===== src/rtl/ps2_pkg.sv =====
// ps2_pkg: scan-code constants, receiver FSM states and event layout for ps2_key_event_rx.
package ps2_pkg;

    localparam int EV_W = 10;

    localparam logic [7:0] SC_EXT   = 8'hE0;
    localparam logic [7:0] SC_BRK   = 8'hF0;
    localparam logic [7:0] SC_NONE  = 8'h00;
    localparam logic [7:0] SC_ERR   = 8'hFF;
    localparam logic [7:0] SC_UP    = 8'h75;
    localparam logic [7:0] SC_DOWN  = 8'h72;
    localparam logic [7:0] SC_LEFT  = 8'h6B;
    localparam logic [7:0] SC_RIGHT = 8'h74;

    typedef enum logic [1:0] {S_IDLE, S_DATA, S_PARITY, S_STOP} ps2_state_e;

    // One-hot {up,down,left,right}; zero for non-arrow codes.
    function automatic logic [3:0] arrow_dir(input logic [7:0] code);
        return code == SC_UP    ? 4'b1000 :
               code == SC_DOWN  ? 4'b0100 :
               code == SC_LEFT  ? 4'b0010 :
               code == SC_RIGHT ? 4'b0001 : 4'b0000;
    endfunction

endpackage


===== src/rtl/ps2_clk_filter.sv =====
// ps2_clk_filter: synchronises the PS/2 pins, debounces the clock over FILTER_LEN
// samples and emits a one-cycle strobe on each filtered falling edge.
module ps2_clk_filter #(
    parameter int FILTER_LEN = 8
) (
    input  logic iCLK,
    input  logic iRST_N,
    input  logic ps2_clk,
    input  logic ps2_dat,
    output logic fall_stb,
    output logic dat
);

    localparam int FW = $clog2(FILTER_LEN + 1);

    logic [1:0]    clk_s;
    logic [1:0]    dat_s;
    logic          filt;
    logic [FW-1:0] cnt;
    logic          flip;

    assign flip = clk_s[1] != filt && cnt == FW'(FILTER_LEN - 1);
    assign dat  = dat_s[1];

    always_ff @(posedge iCLK or negedge iRST_N) begin
        if (!iRST_N) begin
            clk_s    <= 2'b11;
            dat_s    <= 2'b11;
            filt     <= 1'b1;
            cnt      <= '0;
            fall_stb <= 1'b0;
        end else begin
            clk_s    <= {clk_s[0], ps2_clk};
            dat_s    <= {dat_s[0], ps2_dat};
            cnt      <= (clk_s[1] == filt || flip) ? '0 : cnt + 1'b1;
            filt     <= flip ? clk_s[1] : filt;
            fall_stb <= flip && filt;
        end
    end

endmodule


===== src/rtl/ps2_key_event_rx.sv =====
// ps2_key_event_rx: PS/2 frame receiver with E0/F0 prefix decode and an event FIFO.
// Optional arrow-key direction outputs when PS2_ARROW_DIR_EN is defined.
module ps2_key_event_rx
    import ps2_pkg::*;
#(
    parameter int FILTER_LEN     = 8,
    parameter int FIFO_DEPTH     = 8,
    parameter int TIMEOUT_CYCLES = 50000
) (
    input  logic                          iCLK,
    input  logic                          iRST_N,
    input  logic                          ps2_clk,
    input  logic                          ps2_dat,
    input  logic                          ev_ready,
    input  logic                          clr_err,
    output logic                          ev_valid,
    output logic [7:0]                    ev_code,
    output logic                          ev_ext,
    output logic                          ev_break,
    output logic [$clog2(FIFO_DEPTH):0]   fifo_count,
    output logic                          overflow,
    output logic                          parity_err,
    output logic                          frame_err
`ifdef PS2_ARROW_DIR_EN
    ,
    output logic                          dir_stb,
    output logic [3:0]                    dir
`endif
);

    localparam int AW = $clog2(FIFO_DEPTH);
    localparam int CW = AW + 1;
    localparam int TW = $clog2(TIMEOUT_CYCLES + 1);

    logic            fall_stb;
    logic            dat;
    ps2_state_e      state;
    logic [2:0]      bitcnt;
    logic [7:0]      shreg;
    logic [7:0]      byte_q;
    logic            par;
    logic            byte_stb;
    logic [TW-1:0]   tcnt;
    logic            tmo;
    logic            stop_stb;
    logic            par_ok;

    ps2_clk_filter #(.FILTER_LEN(FILTER_LEN)) u_filt (
        .iCLK     (iCLK),
        .iRST_N   (iRST_N),
        .ps2_clk  (ps2_clk),
        .ps2_dat  (ps2_dat),
        .fall_stb (fall_stb),
        .dat      (dat)
    );

    assign tmo      = state != S_IDLE && !fall_stb && tcnt == TW'(TIMEOUT_CYCLES - 1);
    assign stop_stb = fall_stb && state == S_STOP;
    assign par_ok   = ^{shreg, par};

    always_ff @(posedge iCLK or negedge iRST_N) begin
        if (!iRST_N) begin
            state    <= S_IDLE;
            bitcnt   <= '0;
            shreg    <= '0;
            par      <= 1'b0;
            byte_q   <= '0;
            byte_stb <= 1'b0;
            tcnt     <= '0;
        end else begin
            byte_stb <= 1'b0;
            tcnt     <= (fall_stb || state == S_IDLE) ? '0 : tcnt + 1'b1;
            if (tmo) begin
                state <= S_IDLE;
                shreg <= '0;
            end else if (fall_stb) begin
                case (state)
                    S_IDLE: begin
                        state  <= dat ? S_IDLE : S_DATA;
                        bitcnt <= '0;
                    end
                    S_DATA: begin
                        shreg  <= {dat, shreg[7:1]};
                        bitcnt <= bitcnt + 1'b1;
                        state  <= bitcnt == 3'd7 ? S_PARITY : S_DATA;
                    end
                    S_PARITY: begin
                        par   <= dat;
                        state <= S_STOP;
                    end
                    S_STOP: begin
                        state    <= S_IDLE;
                        byte_stb <= dat && par_ok;
                        byte_q   <= (dat && par_ok) ? shreg : byte_q;
                    end
                endcase
            end
        end
    end

    logic             ext_pend;
    logic             brk_pend;
    logic             code_ok;
    logic             push;
    logic [EV_W-1:0]  din;
    logic [EV_W-1:0]  mem [FIFO_DEPTH];
    logic [AW-1:0]    wr_ptr;
    logic [AW-1:0]    rd_ptr;
    logic [AW-1:0]    rd_nx;
    logic [CW-1:0]    cnt_nx;
    logic             full;
    logic             pop;
    logic             wr_en;

    assign code_ok = byte_q != SC_EXT && byte_q != SC_BRK && byte_q != SC_NONE && byte_q != SC_ERR;
    assign push    = byte_stb && code_ok;
    assign din     = {ext_pend, brk_pend, byte_q};
    assign full    = fifo_count == CW'(FIFO_DEPTH);
    assign pop     = ev_valid && ev_ready;
    assign wr_en   = push && (!full || pop);
    assign cnt_nx  = fifo_count + CW'(wr_en) - CW'(pop);
    assign rd_nx   = rd_ptr + AW'(pop);

    always_ff @(posedge iCLK or negedge iRST_N) begin
        if (!iRST_N) begin
            ext_pend <= 1'b0;
            brk_pend <= 1'b0;
        end else if (tmo) begin
            ext_pend <= 1'b0;
            brk_pend <= 1'b0;
        end else if (byte_stb) begin
            ext_pend <= byte_q == SC_EXT || (ext_pend && !code_ok);
            brk_pend <= byte_q == SC_BRK || (brk_pend && !code_ok);
        end
    end

    always_ff @(posedge iCLK) begin
        if (wr_en)
            mem[wr_ptr] <= din;
    end

    // Head register: a push into a slot that is about to become the head bypasses mem.
    always_ff @(posedge iCLK or negedge iRST_N) begin
        if (!iRST_N) begin
            wr_ptr     <= '0;
            rd_ptr     <= '0;
            fifo_count <= '0;
            ev_valid   <= 1'b0;
            {ev_ext, ev_break, ev_code} <= '0;
        end else begin
            wr_ptr     <= wr_ptr + AW'(wr_en);
            rd_ptr     <= rd_nx;
            fifo_count <= cnt_nx;
            ev_valid   <= cnt_nx != '0;
            if (cnt_nx != '0)
                {ev_ext, ev_break, ev_code} <= (wr_en && rd_nx == wr_ptr) ? din : mem[rd_nx];
        end
    end

    always_ff @(posedge iCLK or negedge iRST_N) begin
        if (!iRST_N) begin
            overflow   <= 1'b0;
            parity_err <= 1'b0;
            frame_err  <= 1'b0;
        end else begin
            overflow   <= (push && full && !pop) || (overflow && !clr_err);
            parity_err <= (stop_stb && !par_ok) || (parity_err && !clr_err);
            frame_err  <= (stop_stb && !dat) || tmo || (frame_err && !clr_err);
        end
    end

`ifdef PS2_ARROW_DIR_EN
    assign dir_stb = push && ext_pend && !brk_pend && arrow_dir(byte_q) != 4'b0000;

    always_ff @(posedge iCLK or negedge iRST_N) begin
        if (!iRST_N)
            dir <= '0;
        else if (dir_stb)
            dir <= arrow_dir(byte_q);
    end
`endif

endmodule

===== config.mk =====
export PLATFORM = sky130hd
export DESIGN_NAME = ps2_key_event_rx
export DESIGN_NICKNAME = d
export VERILOG_FILES = /design/src/rtl/ps2_pkg.sv /design/src/rtl/ps2_clk_filter.sv /design/src/rtl/ps2_key_event_rx.sv
export SDC_FILE = /design/constraint.sdc
export NUM_CORES = 1
export LEC_CHECK = 0
export CORE_UTILIZATION = 35
export DETAILED_ROUTE_END_ITERATION = 7
export SLEW_MARGIN = 20
export SYNTH_ARGS = -nofsm -noshare
export SYNTH_HDL_FRONTEND = slang
export SYNTH_SLANG_ARGS = --single-unit

===== constraint.sdc =====
create_clock -name iCLK -period 3.56 [get_ports iCLK]
set_input_delay 0.356 -clock iCLK [delete_from_list [all_inputs] [get_ports iCLK]]
set_output_delay 0.356 -clock iCLK [all_outputs]
set_load 0.01 [all_outputs]

==> impl_metrics.csv <==
group,metric,value,unit
worst_setup_path,criticalPathCategory,"flop to flop",
drt,vias_per_cell,5.08,
synth,ys_seq_area_share,65.2,%
worst_setup_path,critPathMaxFanout,25,
timing,finalSetupViolations,0,
power_and_ir_drop,power_frac_seq,37.8,%
timing,worst_hold_slack,0.0568,ns
worst_hold_path,min_path_type,"input port to asynchronous set/reset pin",
timing,drv_slew,0,
power_and_ir_drop,clockPowerShare,34.2,%
drt,wl_per_cell,17.1,um
timing,rsz0062_at_grt,"false",
worst_setup_path,crit_arrival,3.67,ns
worst_setup_path,worstPathRequired,3.89,ns
worst_setup_path,crit_start,"byte_q[1]",
global_route,grt_start_max_net_pins,76,
finish,drive_gt1_share,19.7,%
clock_tree,cts_hold_buf,0,
outcome,violations,"DRC",
synth,syn_inst,449,
drt,vias,3767,
timing,fmax,299,MHz
global_route,grt_overflow_total,0,
clock_tree,root_buffer,"clkbuf_16",
synth,synth_nets,468,
timing,worst_slew_pin_slew,0.953,ns
finish,syn_to_final_growth,19.4,%
worst_setup_path,worstPathCellList,"nor4_4 -> a31oi_1 -> o21ai_1 -> or3_1 -> nand2_1 -> ha_1 -> fa_1 -> xor2_1 -> nor4b_1 -> mux2_4 -> nor2_1 -> a211oi_1",
power_and_ir_drop,p_int,4.00,mW
worst_setup_path,end_kind,"flop",
worst_setup_path,crit_path_top_delay_cell,"dfrtp_1",
worst_setup_path,critPathMaxStageDelay,0.47,ns
global_route,antenna_found_initial,0,
synth,synth-warning-count,0,
synth,yosys-top-cells-area,"edfxtp_1 37%, dfrtp_1 27%, mux4_2 6.9%",
floorplan,fp.dieW,139,um
power_and_ir_drop,switching_share,27.9,%
flow_run,max_cap_viol_count,0,
placed_design,dpl.hpwl,8230,um
clock_tree,numCtsBuffers,17,
timing,fin_skew,0.00582,ns
clock_tree,h-tree-depth,4,
placed_design,port_buffers,23,
global_route,grt_pass1_wl,21000,um
synth,synthArstFlopShare,48.4,%
power_and_ir_drop,power_density,706,nW/um^2
timing,period_minus_slack,3.34,ns
finish,fin_cells,741,
finish,postLayoutCoreUtil,43.1,%
drt,drt-pass1-iter-count,6,
finish,final_common_cell,"edfxtp_1",
finish,diodes,0,
clock_tree,cts_num_sinks,155,
clock_tree,insertion_delay,0.43,ns
finish,multiInputGateArea,2180,um^2
synth,syn_area,6580,um^2
floorplan,ioPinCount,24,
worst_setup_path,cp-start-kind,"flop",
global_route,grt_pass1_vias,3875,
clock_tree,clk_pin_slew,0.06,ns
drt,wirelength,12700,um
global_route,track_usage,14.4,%
drt,drtIter0Drc,171,
outcome,status,"complete, but fails checks",
synth,ys_types,55,
clock_tree,cts_tree,"built",
floorplan,placement_rows,49,
timing,period_share,93.9,%
finish,fill_cells,1625,
synth,synth.avg_cell_area,14.6,um^2
power_and_ir_drop,combPwrFrac,28.0,%
floorplan,start_util,36.1,%
drt,drc,4,
timing,finalHoldViolCount,0,
synth,yosysTopAreaCell,"edfxtp_1",
synth,synth_edf_count,80,
floorplan,dieArea,19300,um^2
finish,fin_nets,518,
timing,slew_headroom,36.5,%
synth,ys_seq_elements,155,
floorplan,coreArea,18200,um^2
finish,final_cell_mix,"80 x edfxtp_1, 70 x dfrtp_1, 54 x nor2_1",
worst_setup_path,r2r_start,"byte_q[1]",
clock_tree,clk_path_buf_depth,2,
drt,ant_nets,0,
synth,ys.flop_type,"edfxtp_1",
placed_design,gp_congestion,0.773,
power_and_ir_drop,vdd_ir_drop_max,336,uV
placed_design,placed_cells,709,
finish,seqCellArea,4290,um^2
power_and_ir_drop,p_sw,1.54,mW
floorplan,die_h,139,um
synth,synth_top_cell_area_share,36.5,%
power_and_ir_drop,leakagePower,3.07,nW
==> power by group through the flow <==
| stage | Sequential [mW] | Clock, mW | Combinational, mW |
|---|---|---|---|
| after floorplan | 2.16 | 0 | 1.02 |
| after global placement | 2.13 | 0 | 1.53 |
| after detailed placement | 2.13 | 0 | 1.56 |
| after CTS | 2.10 | 1.94 | 1.57 |
| after global routing | 2.11 | 2.03 | 1.71 |
| final | 2.09 | 1.90 | 1.55 |
==> synthesized netlist by cell type (5+ instances only) <==
cell type   n
clkbuf_1    9
xor2_1     13
nand2_1    23
inv_1      11
nor2b_1     8
and3_1      5
nor3_1      5
nand3_1    10
edfxtp_1   80
dfstp_2     5
o31ai_1     7
a211oi_1    8
dfrtp_1    70
ha_1       12
o21ai_0     9
and2_1      9
xnor2_1    14
mux4_2     20
a21oi_1     5
nor2_1     54
mux2i_1     7
mux2_2      9
a221oi_1    6
==> state kept, by name, indices dropped and copies added, names as in the netlist, 2 cells and up <==
| name | count |
|---|---|
| byte_q | 8 |
| fifo_count | 4 |
| ev_code | 8 |
| u_filt.dat_s | 2 |
| u_filt.clk_s | 2 |
| u_filt.cnt | 4 |
| tcnt | 16 |
| bitcnt | 3 |
| mem | 80 |
| rd_ptr | 3 |
| state | 2 |
| shreg | 8 |
| wr_ptr | 3 |
==> per-stage QoR <==
stage | cell area, um^2 | TNS, ns | total power [mW] | worst slack (ns)
floorplan | 6580 | 0 | 3.18 | 0.484
global placement | 7220 | 0 | 3.66 | 0.191
detailed placement | 7220 | -0.0627 | 3.70 | -0.0268
CTS | 7840 | 0 | 5.61 | 0.138
global route | 7850 | 0 | 5.84 | 0.0265
finish | 7850 | 0 | 5.54 | 0.219
==> routing by layer <==
metal | global-route usage (%) | share of wire (%) | up-vias
met5 | 0 | 0 | -
met4 | 4.62 | 1.3 | 0
met3 | 4.35 | 3.4 | 15
met2 | 23.4 | 49 | 63
met1 | 18.5 | 47 | 1929
li1 | - | - | 1760
==> area by class of cell <==
type,count,area share [%]
Sequential cell,155,54.6
Multi-Input combinational cell,267,27.7
Timing Repair Buffer,47,5.52
Clock buffer,17,5.42
Tap cell,229,3.65
Clock inverter,15,2.55
Inverter,11,0.526
==> path summary, 6_finish.rpt <==
kind | depth (start not counted) | slack, ns | endpoint
worst max-delay path | 12 | 0.22 | ev_break
worst min-delay path | 1 | 0.06 | shreg[5]
worst max register to register | 12 | 0.22 | ev_break
worst min register to register | 0 | 0.36 | u_filt.clk_s[1]
max in group asynchronous | 1 | 2.85 | ev_code[5]
min in group iCLK | 1 | 0.33 | u_filt.dat_s[0]
==> cell families (layout without fill, tap and decap cells) <==
logic type	after synthesis	after routing	synth area share, %
simple gates	142	142	11.7
compound gates	46	46	4.91
buf+inv	27	90	1.79
xor+xnor	29	29	4.19
mux	37	37	9.69
fa+ha+maj	13	13	2.59
flops	155	155	65.2
==> what timing repair did <==
item	CTS	global route
setup buffers	0	0
endpoints found under the setup margin	4	5
gates resized for setup	1	1
==> worst max-delay path: cells and delay by family (launching register included) <==
family,cells,cell delay [ns]
flops,1,0.47
xor+xnor,1,0.18
compound gates,3,0.67
fa+ha+maj,2,0.60
simple gates,5,0.94
mux,1,0.37
(Power assumes the default switching activity.)
==> RTL change: new RTL, same settings <==
The parameter `TIMEOUT_CYCLES` goes from 50000 to 12500.
--- a/src/rtl/ps2_key_event_rx.sv
+++ b/src/rtl/ps2_key_event_rx.sv
@@ -6,5 +6,5 @@
     parameter int FILTER_LEN     = 8,
     parameter int FIFO_DEPTH     = 8,
-    parameter int TIMEOUT_CYCLES = 50000
+    parameter int TIMEOUT_CYCLES = 12500
 ) (
     input  logic                          iCLK,
Function: same outputs for any inputs over 10 cycles, from zero or initial values and one cycle with iRST_N low; that may be too few to reach the edited logic, so the function may still have changed.
==> RTL change against the unedited design <==
- count of clock-buffer cells in the layout grew 5
- synthesized area shrank 2.3%
- sequential cell count is 2 lower
- worst setup slack gained 0.035 ns
- synthesized cell count decreased by 5.8%
- global-route usage is 0.66 points higher
- total power down 20%
- final area down 3.5%
- routed wire length shrank 0.30%
==> RTL change: results (changes against the unedited design) <==
[global_routing]
grt_pass1_wl_um=20700  ; -1.6%
grt.total_usage=0.151  ; +0.00664
grt_pass1_vias=3734  ; -3.6%
grt_max_degree=74  ; -2.6%

[setup_path]
cpPeakStageDelay_ns=0.51  ; +0.04 ns
cp.arrival_ns=3.60  ; -0.07 ns
r2r-start=byte_q[3]
cp_top_family=compound AO/OA/AOI/OAI gates
critical_path.max_fanout=12  ; -52%

[sta]
fin_hold_ws_ns=0.0737  ; +0.0168 ns
slew_headroom=0.392  ; +0.0277
fin_skew_ns=0.00693  ; +0.00111 ns

[detailed_routing]
wl_met3_um=452  ; +5.6%
num_vias=3619  ; -3.9%
wl_per_cell_um=17.9  ; +4.3%
routedLengthMet1_um=5650  ; -4.7%
routed_wl_um=12700  ; -0.30%
drtIter0Drc=305  ; +78%
wl_met2_um=6250  ; +1.2%

[yosys]
async_flop_share=0.477  ; -0.00675
synth_fp_nets=442  ; -5.6%
synth_cells=423  ; -5.8%
synth_common_cells=edfxtp_1 (80), dfrtp_1 (68), nor2_1 (39)
ys_seq_area_frac=0.659  ; +0.00731

[place]
gp_congestion=0.771  ; -0.26%
post-place-cells=676  ; -4.7%
dp_hpwl_um=8140  ; -1.0%

[cells_and_area]
drive_above_1_share=0.205  ; +0.00733
fin_nets=485  ; -6.4%

[status]
status=completed

RTL change: cell types whose count changed after synthesis, sizes merged, moves of 9 or more:
cell     change
o2bb2ai     +10
nand2        -9
o41ai       +10
a21oi        +9
nor2        -15
mux2         +9
RTL change: worst reg2reg max path: stages (launching register included):
cell and delay, ns:
dfrtp_1 0.51, and3_1 0.25, a31oi_1 0.23, a21oi_1 0.10, o21ai_0 0.38, o21ai_0 0.18
ha_1 0.24, fa_1 0.38, xor2_1 0.17, nor4_2 0.26, inv_1 0.24, o41ai_1 0.14
o2bb2ai_1 0.11
RTL change: repair_timing:
action,4_1_cts,5_1_grt
resized for setup,0,1
hold buffers,0,0
endpoints found under the setup margin,0,9
RTL change: power by group:
group	internal (mW)	total (mW)	leakage, nW	switching (mW)
combinational	0.369	0.851	1.07	0.482
sequential	1.92	1.96	1.91	0.0391
clock	0.967	1.63	0.255	0.666
total	3.26	4.45	3.23	1.19
RTL change: final cells by class:
type                    instances  area [um2]  area share
multi-input cells             238        2090       0.276
clock inverters                10        80.1      0.0106
clock buffers                  22         454      0.0600
inverters                      13        48.8     0.00645
repair buffers                 43         378      0.0499
flip-flops and latches        153        4240       0.560
well taps                     229         287      0.0379
RTL change: kinds of logic (layout without fill, tap and decap cells):
logic type                 Yosys count  after routing  synth area share
DFF                                153            153             0.659
and+or+nand+nor                     96             96            0.0728
AOI/OAI and AO/OA                   54             54            0.0598
muxes                               47             47             0.121
buffers and inverters               32             88            0.0210
xor gates and xnor gates            28             28            0.0403
adders and majority gates           13             13            0.0265
RTL change: routing by layer:
| layer | vias up | track usage |
|---|---|---|
| met2 | 69 | 0.242 |
| li1 | 1679 | - |
| met1 | 1846 | 0.194 |
| met3 | 25 | 0.0320 |
| met4 | 0 | 0.0751 |
| met5 | - | 0 |
RTL change: through the flow:
step,power (mW),cell area [um2],setup WS [ns]
2_1_floorplan,2.59,6430,0.276
3_3_place_gp,2.84,7030,0.226
3_5_place_dp,2.86,7030,0.168
4_1_cts,4.50,7560,0.234
5_1_grt,4.66,7570,0.00578
6_report,4.45,7570,0.254
RTL change: worst max path at each step:
stage            endpoint       from  cells past startpoint
6_report       ev_code[2]  byte_q[3]                     12
4_1_cts        ev_code[2]  byte_q[5]                     11
2_1_floorplan    ev_break  byte_q[1]                     13
3_5_place_dp       ev_ext   ev_ready                     12
5_1_grt        ev_code[2]  byte_q[3]                     12
3_3_place_gp   ev_code[5]   ev_ready                     12
